File: config.mk
export PLATFORM = sky130hd
export DESIGN_NAME = z16_fetch_unit
export DESIGN_NICKNAME = d
export VERILOG_FILES = /design/src/rtl/z16_pkg.sv /design/src/rtl/z16_pc_reg.sv /design/src/rtl/z16_fetch_unit.sv
export SDC_FILE = /design/constraint.sdc
export NUM_CORES = 1
export LEC_CHECK = 0
export BUFFER_PORTS_ARGS = -buffer_cell sky130_fd_sc_hd__buf_2
export CORE_ASPECT_RATIO = 0.7
export CORE_UTILIZATION = 31
export CTS_CLUSTER_SIZE = 28
export DETAILED_ROUTE_END_ITERATION = 10
export PLACE_DENSITY = 0.65
export SLEW_MARGIN = 20
export SYNTH_ARGS = -nofsm -noshare
export SYNTH_HDL_FRONTEND = slang
export SYNTH_SLANG_ARGS = --single-unit
File: constraint.sdc
create_clock -name i_clk -period 3.5 [get_ports i_clk]
set_input_delay 0.875 -clock i_clk [delete_from_list [all_inputs] [get_ports i_clk]]
set_output_delay 0.875 -clock i_clk [all_outputs]
set_load 0.01 [all_outputs]
File: src/rtl/z16_pkg.sv
// z16_pkg -- shared definitions for the Z16 fetch path.
//   XLEN            : instruction and address width
//   PC_INC          : byte increment between sequential instruction words
//   HALT_INSTR_DEF  : default halt encoding (JRL 0 ZR G11)
//   fetch_state_e   : fetch FSM state type
package z16_pkg;
   localparam int          XLEN           = 16;
   localparam logic [15:0] PC_INC         = 16'd2;
   localparam logic [15:0] HALT_INSTR_DEF = 16'h00FD;

   typedef enum logic {
      ST_RUN  = 1'b0,
      ST_HALT = 1'b1
   } fetch_state_e;
endpackage

File: src/rtl/z16_pc_reg.sv
// z16_pc_reg -- program counter register.
//   i_clk, i_rst_n  : clock, asynchronous active-low reset
//   i_load          : load i_target (highest priority)
//   i_target        : byte address to load; bit 0 is discarded
//   i_hold          : keep the current PC when not loading
//   o_pc            : current PC, bit 0 always zero
module z16_pc_reg
   import z16_pkg::*;
#(
   parameter logic [15:0] RESET_PC = 16'h0000
) (
   input  logic            i_clk,
   input  logic            i_rst_n,
   input  logic            i_load,
   input  logic [XLEN-1:0] i_target,
   input  logic            i_hold,
   output logic [XLEN-1:0] o_pc
);

   logic [XLEN-1:0] pc_q;
   logic [XLEN-1:0] pc_d;

   always_comb begin
      pc_d = pc_q;
      if (i_load) begin
         pc_d = {i_target[XLEN-1:1], 1'b0};
      end else if (!i_hold) begin
         // 16-bit add wraps 16'hFFFE to 16'h0000 naturally.
         pc_d = pc_q + PC_INC;
      end
   end

   always_ff @(posedge i_clk or negedge i_rst_n) begin
      if (!i_rst_n) begin
         pc_q <= {RESET_PC[XLEN-1:1], 1'b0};
      end else begin
         pc_q <= pc_d;
      end
   end

   assign o_pc = pc_q;

endmodule

File: src/rtl/z16_fetch_unit.sv
// z16_fetch_unit -- single-issue instruction fetch with halt detection.
//   i_clk, i_rst_n         : clock, asynchronous active-low reset
//   i_stall                : downstream not ready; freeze everything
//   i_redirect/_pc         : taken branch/jump; reload PC, drop held instruction
//   o_imem_addr            : byte address to instruction memory (= PC)
//   i_imem_instr           : combinational memory read data
//   o_instr/o_instr_pc     : registered instruction and its fetch address
//   o_valid                : o_instr is live
//   o_halted               : fetch stopped on the halt encoding
module z16_fetch_unit
   import z16_pkg::*;
#(
   parameter logic [15:0] RESET_PC   = 16'h0000,
   parameter logic [15:0] HALT_INSTR = HALT_INSTR_DEF
) (
   input  logic            i_clk,
   input  logic            i_rst_n,
   input  logic            i_stall,
   input  logic            i_redirect,
   input  logic [XLEN-1:0] i_redirect_pc,
   output logic [XLEN-1:0] o_imem_addr,
   input  logic [XLEN-1:0] i_imem_instr,
   output logic [XLEN-1:0] o_instr,
   output logic [XLEN-1:0] o_instr_pc,
   output logic            o_valid,
   output logic            o_halted
);

   fetch_state_e    state_q;
   logic [XLEN-1:0] instr_q;
   logic [XLEN-1:0] instr_pc_q;
   logic            valid_q;
   logic [XLEN-1:0] pc;
   logic            is_halt_word;
   logic            pc_hold;

   assign is_halt_word = (i_imem_instr == HALT_INSTR);
   // PC advances only on a RUN-state fetch of a non-halt word; the halt
   // word itself leaves PC pointing at it.
   assign pc_hold = i_stall || (state_q == ST_HALT) || is_halt_word;

   z16_pc_reg #(
      .RESET_PC (RESET_PC)
   ) u_pc_reg (
      .i_clk    (i_clk),
      .i_rst_n  (i_rst_n),
      .i_load   (i_redirect),
      .i_target (i_redirect_pc),
      .i_hold   (pc_hold),
      .o_pc     (pc)
   );

   always_ff @(posedge i_clk or negedge i_rst_n) begin
      if (!i_rst_n) begin
         state_q    <= ST_RUN;
         instr_q    <= '0;
         instr_pc_q <= '0;
         valid_q    <= 1'b0;
      end else if (i_redirect) begin
         // Instruction register keeps its stale contents, marked invalid.
         state_q <= ST_RUN;
         valid_q <= 1'b0;
      end else if (!i_stall) begin
         case (state_q)
            ST_RUN: begin
               instr_q    <= i_imem_instr;
               instr_pc_q <= pc;
               valid_q    <= 1'b1;
               if (is_halt_word) begin
                  state_q <= ST_HALT;
               end
            end
            ST_HALT: begin
               valid_q <= 1'b0;
            end
            default: begin
               state_q <= ST_RUN;
               valid_q <= 1'b0;
            end
         endcase
      end
   end

   assign o_imem_addr = pc;
   assign o_instr     = instr_q;
   assign o_instr_pc  = instr_pc_q;
   assign o_valid     = valid_q;
   assign o_halted    = (state_q == ST_HALT);

endmodule
==> impl_metrics.yaml <==
clocking:
  worstSkewPairLatency_ns: 0.29
  htree_levels: 2
  clockBufferDepth: 2
  cts_tree: "done"
  cts_resized: 0
  clock-sinks: 48
  clock_tree.root_cell: "clkbuf_8"
  post_cts_buffers: 0
  cts.clk_slew.worst_paths_ns: 0.08
  cts_made_buffers: 5
  cts_hold_buffers: 0
global_routing:
  grt_use_total: 0.140
  gr-total-overflow: 0
  antenna_found_initial: 0
  grt_pass1_wl_um: 7770
  grt_pass1_vias: 1557
  grt_max_degree: 49
layout:
  drive_above_1_share: 0.470
  nets: 300
  syn2layout_area_growth_pct: 26.5
  diodes: 0
  finalNonFillerCells: 358
  nFillCells: 678
route:
  drcViolationCount: 0
  ant_nets: 0
  wl_per_cell_um: 14.3
  first_pass_iters: 6
  drt_wl_total_um: 5110
  vias: 1768
  first_iter_violations: 53
  vias_per_cell: 4.94
synthesis:
  syn_area_per_cell_um2: 11.9
  yosys.area_share.simple: 0.147
  synthCells: 183
  synth_top_family_by_area: "multiplexers"
  synth_cell_types: 37
  synth_area_um2: 2180
  yosys.area.top_type: "dfrtp_1"
  synth-edff-count: 0
  yosys_warnings: 0
  synthArstFlopShare: 1.00
  synth_ff_type: "dfrtp_1"
  synth_compound_area_frac: 0.0917
  yosysTopAreaCellShare: 0.550
  ys_seq_elements: 48
  yosys.area_share.adder: 0.00573
  yosysSeqAreaShare: 0.550
  synth_xor_area_frac: 0.00401
  netlist_top_cells_area: "dfrtp_1, mux2_2, or4_1"
  synthMuxAreaShare: 0.164
setup_path:
  critPathLaunchType: "input pin"
  cp-end-kind: "register"
  r2r-start: "o_halted"
  path_max_fanout: 24
  slowest_stage: "a41o_1"
  max_stage_delay_ns: 0.75
  regToRegEndpoint: "u_pc_reg.o_pc[9]"
  r2r_slack_ns: 1.52
  critical_path_required_ns: 3.68
  cp.arrival_ns: 2.75
  r2r_cells: 4
  crit_type: "in2reg"
  crit_top_cell: "nor4_1"
  path_cells: "buf_2 > nor4_1 > a41o_1 > nor4_1 > a221o_1"
timing:
  slew_viol_final: 0
  fin_crit_sh: 0.735
  min_period_ns: 2.57
  fin_setup_tns_ns: 0
  tightest_slew_ns: 0.719
  setup_ws_ns: 0.929
  finalHoldViolCount: 0
  holdWs_ns: 0.505
  relSlewSlack: 0.521
  rsz0062_at_grt: "no"
  finClkSkew_ns: 0.00408
  setup_viol: 0
  max_freq_mhz: 389
floorplan:
  die-height_um: 72.2
  row_count: 25
  die_area_um2: 7390
  num_io_pins: 86
  coreArea_um2: 6790
  start_util: 0.322
  die_w_um: 102
job:
  drv_cap: 0
place:
  dp.cells: 350
  gp_congestion: 0.663
  io_buffers: 82
  hpwl_um: 3770
  place_ws_ns: 0.683
outcome:
  status: "finished, final reports clean"
pwr:
  p_leak_nw: 1.23
  cellPowerDensity_nw_per_um2: 495
  vdd.ir_drop.worst_uv: 172
min_path:
  hold_depth: 1
  hold_end: "o_instr[7]"
  hp-class: "reg2reg"
  min-delay-start: "o_instr[7]"
==> state kept, by name, indices dropped and copies added (netlist names) <==
signal         flops
o_halted           1
o_instr           16
o_instr_pc        15
o_valid            1
u_pc_reg.o_pc     15
==> final cells by class <==
type / count / area [um2] / area share
clock buffer: 8 / 90.1 / 0.0326
inverter: 2 / 7.51 / 0.00272
multi-input combinational: 122 / 917 / 0.332
sequential: 48 / 1200 / 0.435
tap: 94 / 118 / 0.0426
timing repair buffer: 84 / 428 / 0.155
==> cell usage in the layout (no fill, tap or decap), types with 2 or more instances in the layout <==
| cell type | count |
|---|---|
| a21oi_1 | 2 |
| a31oi_1 | 8 |
| and3_1 | 3 |
| and4_1 | 2 |
| buf_2 | 81 |
| buf_4 | 3 |
| clkbuf_1 | 2 |
| clkbuf_8 | 6 |
| conb_1 | 2 |
| dfrtp_1 | 48 |
| inv_1 | 2 |
| mux2_2 | 31 |
| nand2_1 | 10 |
| nand3_1 | 10 |
| nand4_1 | 2 |
| nor2_1 | 8 |
| nor4_1 | 3 |
| o211ai_1 | 5 |
| o21ai_0 | 4 |
| o31ai_1 | 6 |
| or3_1 | 2 |
| or4_1 | 8 |
==> critical path: cells and delay by family <==
kind | cells | cell delay [ns]
AO/OA/AOI/OAI | 2 | 1.03
buffers and inverters | 1 | 0.10
AND/OR/NAND/NOR | 2 | 0.73
==> layer usage <==
layer | global-route usage | part of all wire | vias to the layer above
met5 | 0 | 0 | -
met4 | 0.0286 | 0.0055 | 0
met3 | 0.0366 | 0.063 | 6
met2 | 0.214 | 0.45 | 64
met1 | 0.200 | 0.48 | 855
li1 | - | - | 843
==> per-stage QoR <==
stage / instance area (um2) / power [mW] / util
after floorplan: 2190 / 0.892 / -
after global placement: 2670 / 1.04 / 0.393
after detailed placement: 2670 / 1.05 / 0.393
after CTS: 2760 / 1.39 / 0.406
after global routing: 2760 / 1.45 / 0.407
final: 2760 / 1.37 / 0.407
==> where the power goes <==
part / internal [mW] / switching (mW)
logic: 0.161 / 0.164
registers: 0.646 / 0.0610
clock network: 0.161 / 0.175
==> cell families (layout without fill, tap and decap cells) <==
group	Yosys count	count (layout)
AOI/OAI and AO/OA	29	29
xor gates and xnor gates	1	1
adders and majority gates	1	1
buffers and inverters	14	94
DFF	48	48
muxes	32	32
other	1	2
and+or+nand+nor	57	57
==> synthesized netlist by cell type (all sizes together) (2+ instances only) <==
library cell	n
mux2	31
o31ai	6
o21ai	4
or4	8
nand3	10
and4	2
and3	3
nand4	2
dfrtp	48
inv	2
clkbuf	4
nand2	10
nor4	3
o211ai	5
a21oi	2
or2	2
or3	2
nor2	9
a31oi	8
buf	8
==> worst max path at each step <==
stage | startpoint | end | slack (ns) | depth (start not counted)
after floorplan | i_imem_instr[6] | u_pc_reg.o_pc[14] | 1.32 | 5
after global placement | i_imem_instr[10] | u_pc_reg.o_pc[8] | 0.76 | 5
after detailed placement | i_imem_instr[10] | u_pc_reg.o_pc[8] | 0.68 | 5
after CTS | i_imem_instr[10] | u_pc_reg.o_pc[8] | 1.0 | 5
after global routing | i_imem_instr[10] | u_pc_reg.o_pc[8] | 0.78 | 5
final | i_imem_instr[10] | u_pc_reg.o_pc[8] | 0.93 | 5
Note: power is estimated with default switching activity, not from simulation.
